### src/rtl/disp_pkg.sv
// Shared types and helpers for the change-dispense arbiter.
//   disp_state_t     : dispense sequencer states
//   NICKEL_CENTS     : value of one nickel, in cents
//   DIME_CENTS       : value of one dime, in cents
//   change_to_counts : release change bits -> {nick_cnt[0], dime_cnt[1:0]}
//   counts_to_cents  : coin counts -> total change in cents
package disp_pkg;

   typedef enum logic [2:0] {
      IDLE,
      LOAD,
      DIME_ON,
      DIME_GAP,
      NICK_ON,
      NICK_GAP,
      DOOR_ON,
      DOOR_GAP
   } disp_state_t;

   localparam int NICKEL_CENTS = 5;
   localparam int DIME_CENTS   = 10;

   // d1 and d2 may both be set; the dime count then reaches 3.
   function automatic logic [2:0] change_to_counts(input logic n1, input logic d1, input logic d2);
      logic [1:0] dimes;
      dimes = {1'b0, d1} + {d2, 1'b0};
      return {n1, dimes};
   endfunction

   function automatic int counts_to_cents(input logic nick_cnt, input logic [1:0] dime_cnt);
      return int'(nick_cnt) * NICKEL_CENTS + int'(dime_cnt) * DIME_CENTS;
   endfunction

endpackage

### src/rtl/rr_arbiter.sv
// Combinational round-robin arbiter.
//   req       : request vector, one bit per requester
//   ptr       : highest-priority index for this decision
//   gnt       : one-hot grant (all zero when no request)
//   gnt_idx   : index of the granted requester
//   gnt_valid : at least one request is present
module rr_arbiter #(
   parameter int N = 4
) (
   input  logic [N-1:0]         req,
   input  logic [$clog2(N)-1:0] ptr,
   output logic [N-1:0]         gnt,
   output logic [$clog2(N)-1:0] gnt_idx,
   output logic                 gnt_valid
);

   localparam int W = $clog2(N);

   int idx;

   // Scan offsets from farthest to nearest so the nearest set bit at or
   // after ptr is the one left standing.
   always_comb begin
      gnt       = '0;
      gnt_idx   = '0;
      gnt_valid = 1'b0;
      idx       = 0;
      for (int k = N - 1; k >= 0; k--) begin
         idx = int'(ptr) + k;
         if (idx >= N) begin
            idx = idx - N;
         end
         if (req[idx]) begin
            gnt_idx   = W'(idx);
            gnt_valid = 1'b1;
         end
      end
      if (gnt_valid) begin
         gnt[gnt_idx] = 1'b1;
      end
   end

endmodule

### src/rtl/change_dispense_arbiter.sv
// Shares one coin hopper and door driver among NUM_UNITS vending FSMs.
// Release strobes are latched per unit, granted round-robin, then played
// out as timed pulses: dimes, then the nickel, then the unit's door.
//   clk, rst      : clock, asynchronous active-high reset
//   req_r         : per-unit release strobe (one cycle)
//   req_n1/d1/d2  : per-unit change bits, qualified by req_r
//   hop_empty     : hopper low-coin sense, holds off new coin pulses
//   hop_nickel    : nickel eject pulse
//   hop_dime      : dime eject pulse
//   door_open     : one-hot door pulse to the unit being served
//   busy          : sequencer not idle
//   grant_id      : unit currently being served
//   err           : sticky per-unit protocol error flags
module change_dispense_arbiter
   import disp_pkg::*;
#(
   parameter int NUM_UNITS = 4,
   parameter int PULSE_CYC = 4,
   parameter int GAP_CYC   = 2
) (
   input  logic                         clk,
   input  logic                         rst,
   input  logic [NUM_UNITS-1:0]         req_r,
   input  logic [NUM_UNITS-1:0]         req_n1,
   input  logic [NUM_UNITS-1:0]         req_d1,
   input  logic [NUM_UNITS-1:0]         req_d2,
   input  logic                         hop_empty,
   output logic                         hop_nickel,
   output logic                         hop_dime,
   output logic [NUM_UNITS-1:0]         door_open,
   output logic                         busy,
   output logic [$clog2(NUM_UNITS)-1:0] grant_id,
   output logic [NUM_UNITS-1:0]         err
);

   localparam int IW   = $clog2(NUM_UNITS);
   localparam int TMAX = (PULSE_CYC > GAP_CYC) ? PULSE_CYC : GAP_CYC;
   localparam int TW   = (TMAX > 1) ? $clog2(TMAX) : 1;
   localparam logic [TW-1:0] PULSE_LOAD = TW'(PULSE_CYC - 1);
   localparam logic [TW-1:0] GAP_LOAD   = TW'(GAP_CYC - 1);

   disp_state_t          state_reg, state_next, seq_target;
   logic                 seq_stall;
   logic [TW-1:0]        timer_reg, timer_next;
   logic                 nick_cnt_reg, nick_cnt_next;
   logic [1:0]           dime_cnt_reg, dime_cnt_next;
   logic [IW-1:0]        grant_id_reg, grant_id_next;
   logic [IW-1:0]        ptr_reg, ptr_next;
   logic [NUM_UNITS-1:0] pend_reg, pend_next, pend_clr;
   logic [NUM_UNITS-1:0] err_reg, err_next;
   logic [NUM_UNITS-1:0] occupied, accept;
   logic                 slot_nick_reg [NUM_UNITS];
   logic [1:0]           slot_dime_reg [NUM_UNITS];
   logic [NUM_UNITS-1:0] arb_gnt;
   logic [IW-1:0]        arb_idx;
   logic                 arb_valid;
   logic                 hop_dime_reg, hop_nickel_reg;
   logic [NUM_UNITS-1:0] door_open_reg, door_open_next;

   // A slot is occupied while pending and also while it is being served,
   // so a repeat strobe during service is flagged rather than queued.
   genvar gi;
   generate
      for (gi = 0; gi < NUM_UNITS; gi++) begin : g_slot
         assign occupied[gi] = pend_reg[gi] |
                               ((state_reg != IDLE) && (grant_id_reg == IW'(gi)));
         assign accept[gi]   = req_r[gi] & ~occupied[gi];
         assign err_next[gi] = err_reg[gi] |
                               (req_r[gi] & occupied[gi]) |
                               (~req_r[gi] & (req_n1[gi] | req_d1[gi] | req_d2[gi]));

         always_ff @(posedge clk or posedge rst) begin
            if (rst) begin
               slot_nick_reg[gi] <= 1'b0;
               slot_dime_reg[gi] <= '0;
            end else if (accept[gi]) begin
               {slot_nick_reg[gi], slot_dime_reg[gi]} <=
                  change_to_counts(req_n1[gi], req_d1[gi], req_d2[gi]);
            end
         end
      end
   endgenerate

   assign pend_next = (pend_reg & ~pend_clr) | accept;

   rr_arbiter #(.N(NUM_UNITS)) u_arb (
      .req       (pend_reg),
      .ptr       (ptr_reg),
      .gnt       (arb_gnt),
      .gnt_idx   (arb_idx),
      .gnt_valid (arb_valid)
   );

   // Next step of the coin/door sequence from the remaining counts.
   always_comb begin
      if (dime_cnt_reg != 2'd0) begin
         seq_target = DIME_ON;
      end else if (nick_cnt_reg) begin
         seq_target = NICK_ON;
      end else begin
         seq_target = DOOR_ON;
      end
   end

   assign seq_stall = hop_empty && (seq_target != DOOR_ON);

   always_comb begin
      state_next    = state_reg;
      timer_next    = timer_reg;
      nick_cnt_next = nick_cnt_reg;
      dime_cnt_next = dime_cnt_reg;
      grant_id_next = grant_id_reg;
      ptr_next      = ptr_reg;
      pend_clr      = '0;
      case (state_reg)
         IDLE: begin
            if (arb_valid) begin
               state_next    = LOAD;
               timer_next    = '0;
               grant_id_next = arb_idx;
               ptr_next      = (arb_idx == IW'(NUM_UNITS - 1)) ? '0 : arb_idx + 1'b1;
               pend_clr      = arb_gnt;
               nick_cnt_next = slot_nick_reg[arb_idx];
               dime_cnt_next = slot_dime_reg[arb_idx];
            end
         end
         LOAD, DIME_GAP, NICK_GAP, DOOR_GAP: begin
            if (timer_reg != '0) begin
               timer_next = timer_reg - 1'b1;
            end else if (state_reg == DOOR_GAP) begin
               state_next = IDLE;
            end else if (!seq_stall) begin
               // while stalled the state and the zeroed timer simply hold
               state_next = seq_target;
               timer_next = PULSE_LOAD;
            end
         end
         DIME_ON: begin
            if (timer_reg != '0) begin
               timer_next = timer_reg - 1'b1;
            end else begin
               state_next    = DIME_GAP;
               timer_next    = GAP_LOAD;
               dime_cnt_next = dime_cnt_reg - 1'b1;
            end
         end
         NICK_ON: begin
            if (timer_reg != '0) begin
               timer_next = timer_reg - 1'b1;
            end else begin
               state_next    = NICK_GAP;
               timer_next    = GAP_LOAD;
               nick_cnt_next = 1'b0;
            end
         end
         DOOR_ON: begin
            if (timer_reg != '0) begin
               timer_next = timer_reg - 1'b1;
            end else begin
               state_next = DOOR_GAP;
               timer_next = GAP_LOAD;
            end
         end
         default: begin
            state_next = IDLE;
         end
      endcase
   end

   // Pulse outputs are decoded from the next state so they are registered
   // and line up exactly with the ON states.
   always_comb begin
      door_open_next = '0;
      if (state_next == DOOR_ON) begin
         door_open_next[grant_id_next] = 1'b1;
      end
   end

   always_ff @(posedge clk or posedge rst) begin
      if (rst) begin
         state_reg      <= IDLE;
         timer_reg      <= '0;
         nick_cnt_reg   <= 1'b0;
         dime_cnt_reg   <= '0;
         grant_id_reg   <= '0;
         ptr_reg        <= '0;
         pend_reg       <= '0;
         err_reg        <= '0;
         hop_dime_reg   <= 1'b0;
         hop_nickel_reg <= 1'b0;
         door_open_reg  <= '0;
      end else begin
         state_reg      <= state_next;
         timer_reg      <= timer_next;
         nick_cnt_reg   <= nick_cnt_next;
         dime_cnt_reg   <= dime_cnt_next;
         grant_id_reg   <= grant_id_next;
         ptr_reg        <= ptr_next;
         pend_reg       <= pend_next;
         err_reg        <= err_next;
         hop_dime_reg   <= (state_next == DIME_ON);
         hop_nickel_reg <= (state_next == NICK_ON);
         door_open_reg  <= door_open_next;
      end
   end

   assign hop_dime   = hop_dime_reg;
   assign hop_nickel = hop_nickel_reg;
   assign door_open  = door_open_reg;
   assign busy       = (state_reg != IDLE);
   assign grant_id   = grant_id_reg;
   assign err        = err_reg;

endmodule

### config.mk
export PLATFORM = sky130hd
export DESIGN_NAME = change_dispense_arbiter
export DESIGN_NICKNAME = d
export VERILOG_FILES = /design/src/rtl/disp_pkg.sv /design/src/rtl/rr_arbiter.sv /design/src/rtl/change_dispense_arbiter.sv
export SDC_FILE = /design/constraint.sdc
export NUM_CORES = 1
export LEC_CHECK = 0
export CORE_MARGIN = 5
export CORE_UTILIZATION = 53
export CTS_CLUSTER_DIAMETER = 40
export DETAILED_ROUTE_END_ITERATION = 12
export GPL_TIMING_DRIVEN = 0
export PLACE_DENSITY_LB_ADDON = 0.25
export SYNTH_ARGS = -nofsm -noshare
export SYNTH_HDL_FRONTEND = slang
export SYNTH_HIERARCHICAL = 1
export SYNTH_SLANG_ARGS = --single-unit
### constraint.sdc
create_clock -name clk -period 3 [get_ports clk]
set_clock_uncertainty 0.1 [all_clocks]
set_input_delay 0.45 -clock clk [delete_from_list [all_inputs] [get_ports clk]]
set_output_delay 0.45 -clock clk [all_outputs]
set_load 0.01 [all_outputs]
==> impl_metrics.csv <==
group,metric,value,unit
grt,overflow,0,
cts,clk_pin_slew,0.07,ns
synth,ys_seq_area_share,46.9,%
final_layout,largest_reg_flops,8,
cts,ctsHoldBuffers,0,
power_and_ir_drop,pwr-share-clk,15.0,%
place,port-buffer-count,31,
final_layout,fin_nets,252,
route,routed_wirelength,4.23,mm
route,postRouteAntennaNets,0,
final_layout,final_area,2490,um^2
timing,finalSetupTns,0,ns
power_and_ir_drop,comb_power_share,49.6,%
floorplan,dieArea,5160,um^2
power_and_ir_drop,irDropWorstVdd,570,uV
setup_path,start_kind,"register",
floorplan,die_w,71.8,um
synth,synth_top_area_share,46.9,%
floorplan,start_util,55.0,%
timing,slew_headroom,32.2,%
synth,synth_seq_cells,38,
power_and_ir_drop,internal_power,1480,uW
timing,setup_viol,0,
synth,yosysMostFrequentCell,"dfrtp_1",
power_and_ir_drop,power.switching,946,uW
cts,clk-insertion-delay-late,0.29,ns
timing,max_freq,383,MHz
floorplan,fp.dieH,71.8,um
timing,fin_crit,2.61,ns
grt,grt_pass1_vias,1511,
synth,synth_area_leader_cell,"dfrtp_1",
route,vias,1576,
synth,postSynthCellCount,191,
route,vias_per_cell,5.67,
flow_run,cap_violations,0,
synth,ys.warnings.count,6,
timing,finalHoldViolCount,0,
route,firstDrtPassIters,4,
synth,synth_common_cells,"dfrtp_1, inv_1, mux2_2",
floorplan,num_io_pins,32,
synth,synth_area,2030,um^2
cts,cts_root_buf,"clkbuf_8",
cts,postCtsSetupBuffers,0,
cts,cts_tree,"yes",
status,outcome,"finished clean",
power_and_ir_drop,leakage,0.00107,uW
route,drt_iter0_markers,75,
timing,worstMarginPinSlew,1.01,ns
synth,synth.distinct_cells,47,
cts,clk_path_buf_depth,2,
cts,htree_num_levels,2,
final_layout,area_delta_synth_final,23.0,%
floorplan,core_area,3690,um^2
timing,min_period_over_period,87.1,%
place,dp_hpwl,3.17,mm
timing,rsz0062_at_grt,"no",
synth,synth_flop_cell,"dfrtp_1",
cts,cts_resized,0,
synth,synth.avg_cell_area,10.6,um^2
route,routedWlPerCell,15.2,um
setup_path,slowest_delay,0.75,ns
cts,numClockSinks,38,
power_and_ir_drop,pwr-share-seq,35.4,%
setup_path,slowest_stage,"a31oi_1",
place,placed_area,2400,um^2
setup_path,crit_path_cell_trace,"buf_6 -> mux2i_1 -> o22ai_1 -> a31oi_1 -> mux4_2 -> nor2_1 -> a211oi_1",
grt,grt_pass1_wl,7.11,mm
grt,track_usage,17.9,%
power_and_ir_drop,p_per_area,974,nW/um^2
synth,synthesis.nets,214,
floorplan,rows,22,
final_layout,diodes,0,
setup_path,crit_fanout,10,
timing,drv_slew,0,
final_layout,drive_above_1_share,17.4,%
grt,antenna_found_initial,0,
route,drc_errors,0,
grt,grt_max_degree,39,
setup_path,worst_ep_arrival_time,2.68,ns
synth,synth_edf_count,0,
synth,synthArstFlopShare,100,%
setup_path,cp_data_required_time,3.07,ns
place,gp_congestion,0.836,
power_and_ir_drop,swShare,39.0,%
final_layout,fillCellCount,300,
timing,whs,0.360,ns
setup_path,critical_path_class,"register to register",
min_path,hold_class,"register to register",
synth,synthTopCellsByArea,"dfrtp_1, mux2_2, mux4_2",
cts,cts_buffers,5,
setup_path,crit_path_end_kind,"register",
layer usage:
layer	vias to the layer above	track usage [%]	routed length, um
met5	-	0	0
met4	0	6.89	53
met3	4	4.77	194
met2	45	29.4	2100
met1	759	22.4	1880
li1	768	-	-
final timing paths:
path                            cells past startpoint  slack (ns)       start               end
worst min-delay path                                1        0.36      err[0]            err[0]
max in group asynchronous                           2        1.80         rst  slot_dime_reg[1]
worst max-delay path                                7        0.39  ptr_reg[1]   dime_cnt_reg[0]
worst max register to register                      7        0.39  ptr_reg[1]   dime_cnt_reg[0]
min in group asynchronous                           2        0.51         rst      door_open[2]
worst min register to register                      1        0.36      err[0]            err[0]
power by group through the flow:
stage,Clock [uW],Sequential (uW),Combinational (uW)
2_1_floorplan,0,833,917
3_3_place_gp,0,862,1170
3_5_place_dp,0,870,1200
4_1_cts,376,859,1210
5_1_grt,398,882,1330
6_report,364,859,1200
area by class of cell:
| class | count | area [um^2] | share of cell area (%) |
|---|---|---|---|
| Buffer | 10 | 76.3 | 3.06 |
| Clock buffer | 6 | 82.6 | 3.31 |
| Clock inverter | 2 | 12.5 | 0.502 |
| Inverter | 17 | 63.8 | 2.56 |
| Multi-Input combinational cell | 126 | 936 | 37.6 |
| Sequential cell | 38 | 951 | 38.2 |
| Tap cell | 48 | 60.1 | 2.41 |
| Timing Repair Buffer | 31 | 310 | 12.4 |
critical path, delay by kind of cell (launching register included):
kind / cells / cell delay, ns
muxes: 2 / 0.80
DFF: 1 / 0.39
and+or+nand+nor: 1 / 0.13
buffers and inverters: 1 / 0.15
AOI/OAI and AO/OA: 3 / 0.90
cell usage in the layout, fill, tap and decap left out, types with 2 or more instances in the layout:
cell             synthesis  final
dfrtp_1                 38     38
clkdlybuf4s50_1          0     31
inv_1                   16     15
mux2_2                  13     13
nand2_1                 12     12
nor2_1                  12     12
o21ai_0                 10     10
a21oi_1                  8      8
nor4_1                   6      6
clkbuf_8                 0      6
buf_6                    4      4
nand3_1                  4      4
mux2i_1                  4      4
a21o_1                   4      4
ha_1                     4      4
clkbuf_1                 3      3
o21ai_1                  3      3
a21boi_0                 3      3
o221a_2                  3      3
a31oi_1                  3      3
or4_1                    3      3
o31ai_1                  3      3
mux4_2                   3      3
nor2b_1                  2      2
nand2b_1                 2      2
nand3b_1                 2      2
inv_2                    1      2
a211oi_1                 2      2
o22ai_1                  2      2
buf_4                    2      2
logic make-up after synthesis:
| group | Yosys count | share of synthesized area (%) |
|---|---|---|
| AOI/OAI and AO/OA | 48 | 15.8 |
| adders and majority gates | 4 | 2.47 |
| buffers and inverters | 27 | 6.91 |
| DFF | 38 | 46.9 |
| muxes | 21 | 13.6 |
| and+or+nand+nor | 53 | 14.3 |
per-stage QoR:
| stage | util (%) | setup WS, ns | std cells | power [uW] |
|---|---|---|---|---|
| final | 67.6 | 0.388 | 278 | 2430 |
| after global routing | 67.6 | 0.228 | 278 | 2610 |
| after CTS | 67.6 | 0.386 | 278 | 2450 |
| after detailed placement | 65.0 | 0.399 | 270 | 2070 |
| after global placement | 65.0 | 0.449 | 270 | 2030 |
| after floorplan | - | 0.772 | 191 | 1750 |
Note: power is estimated with default switching activity, not from simulation.
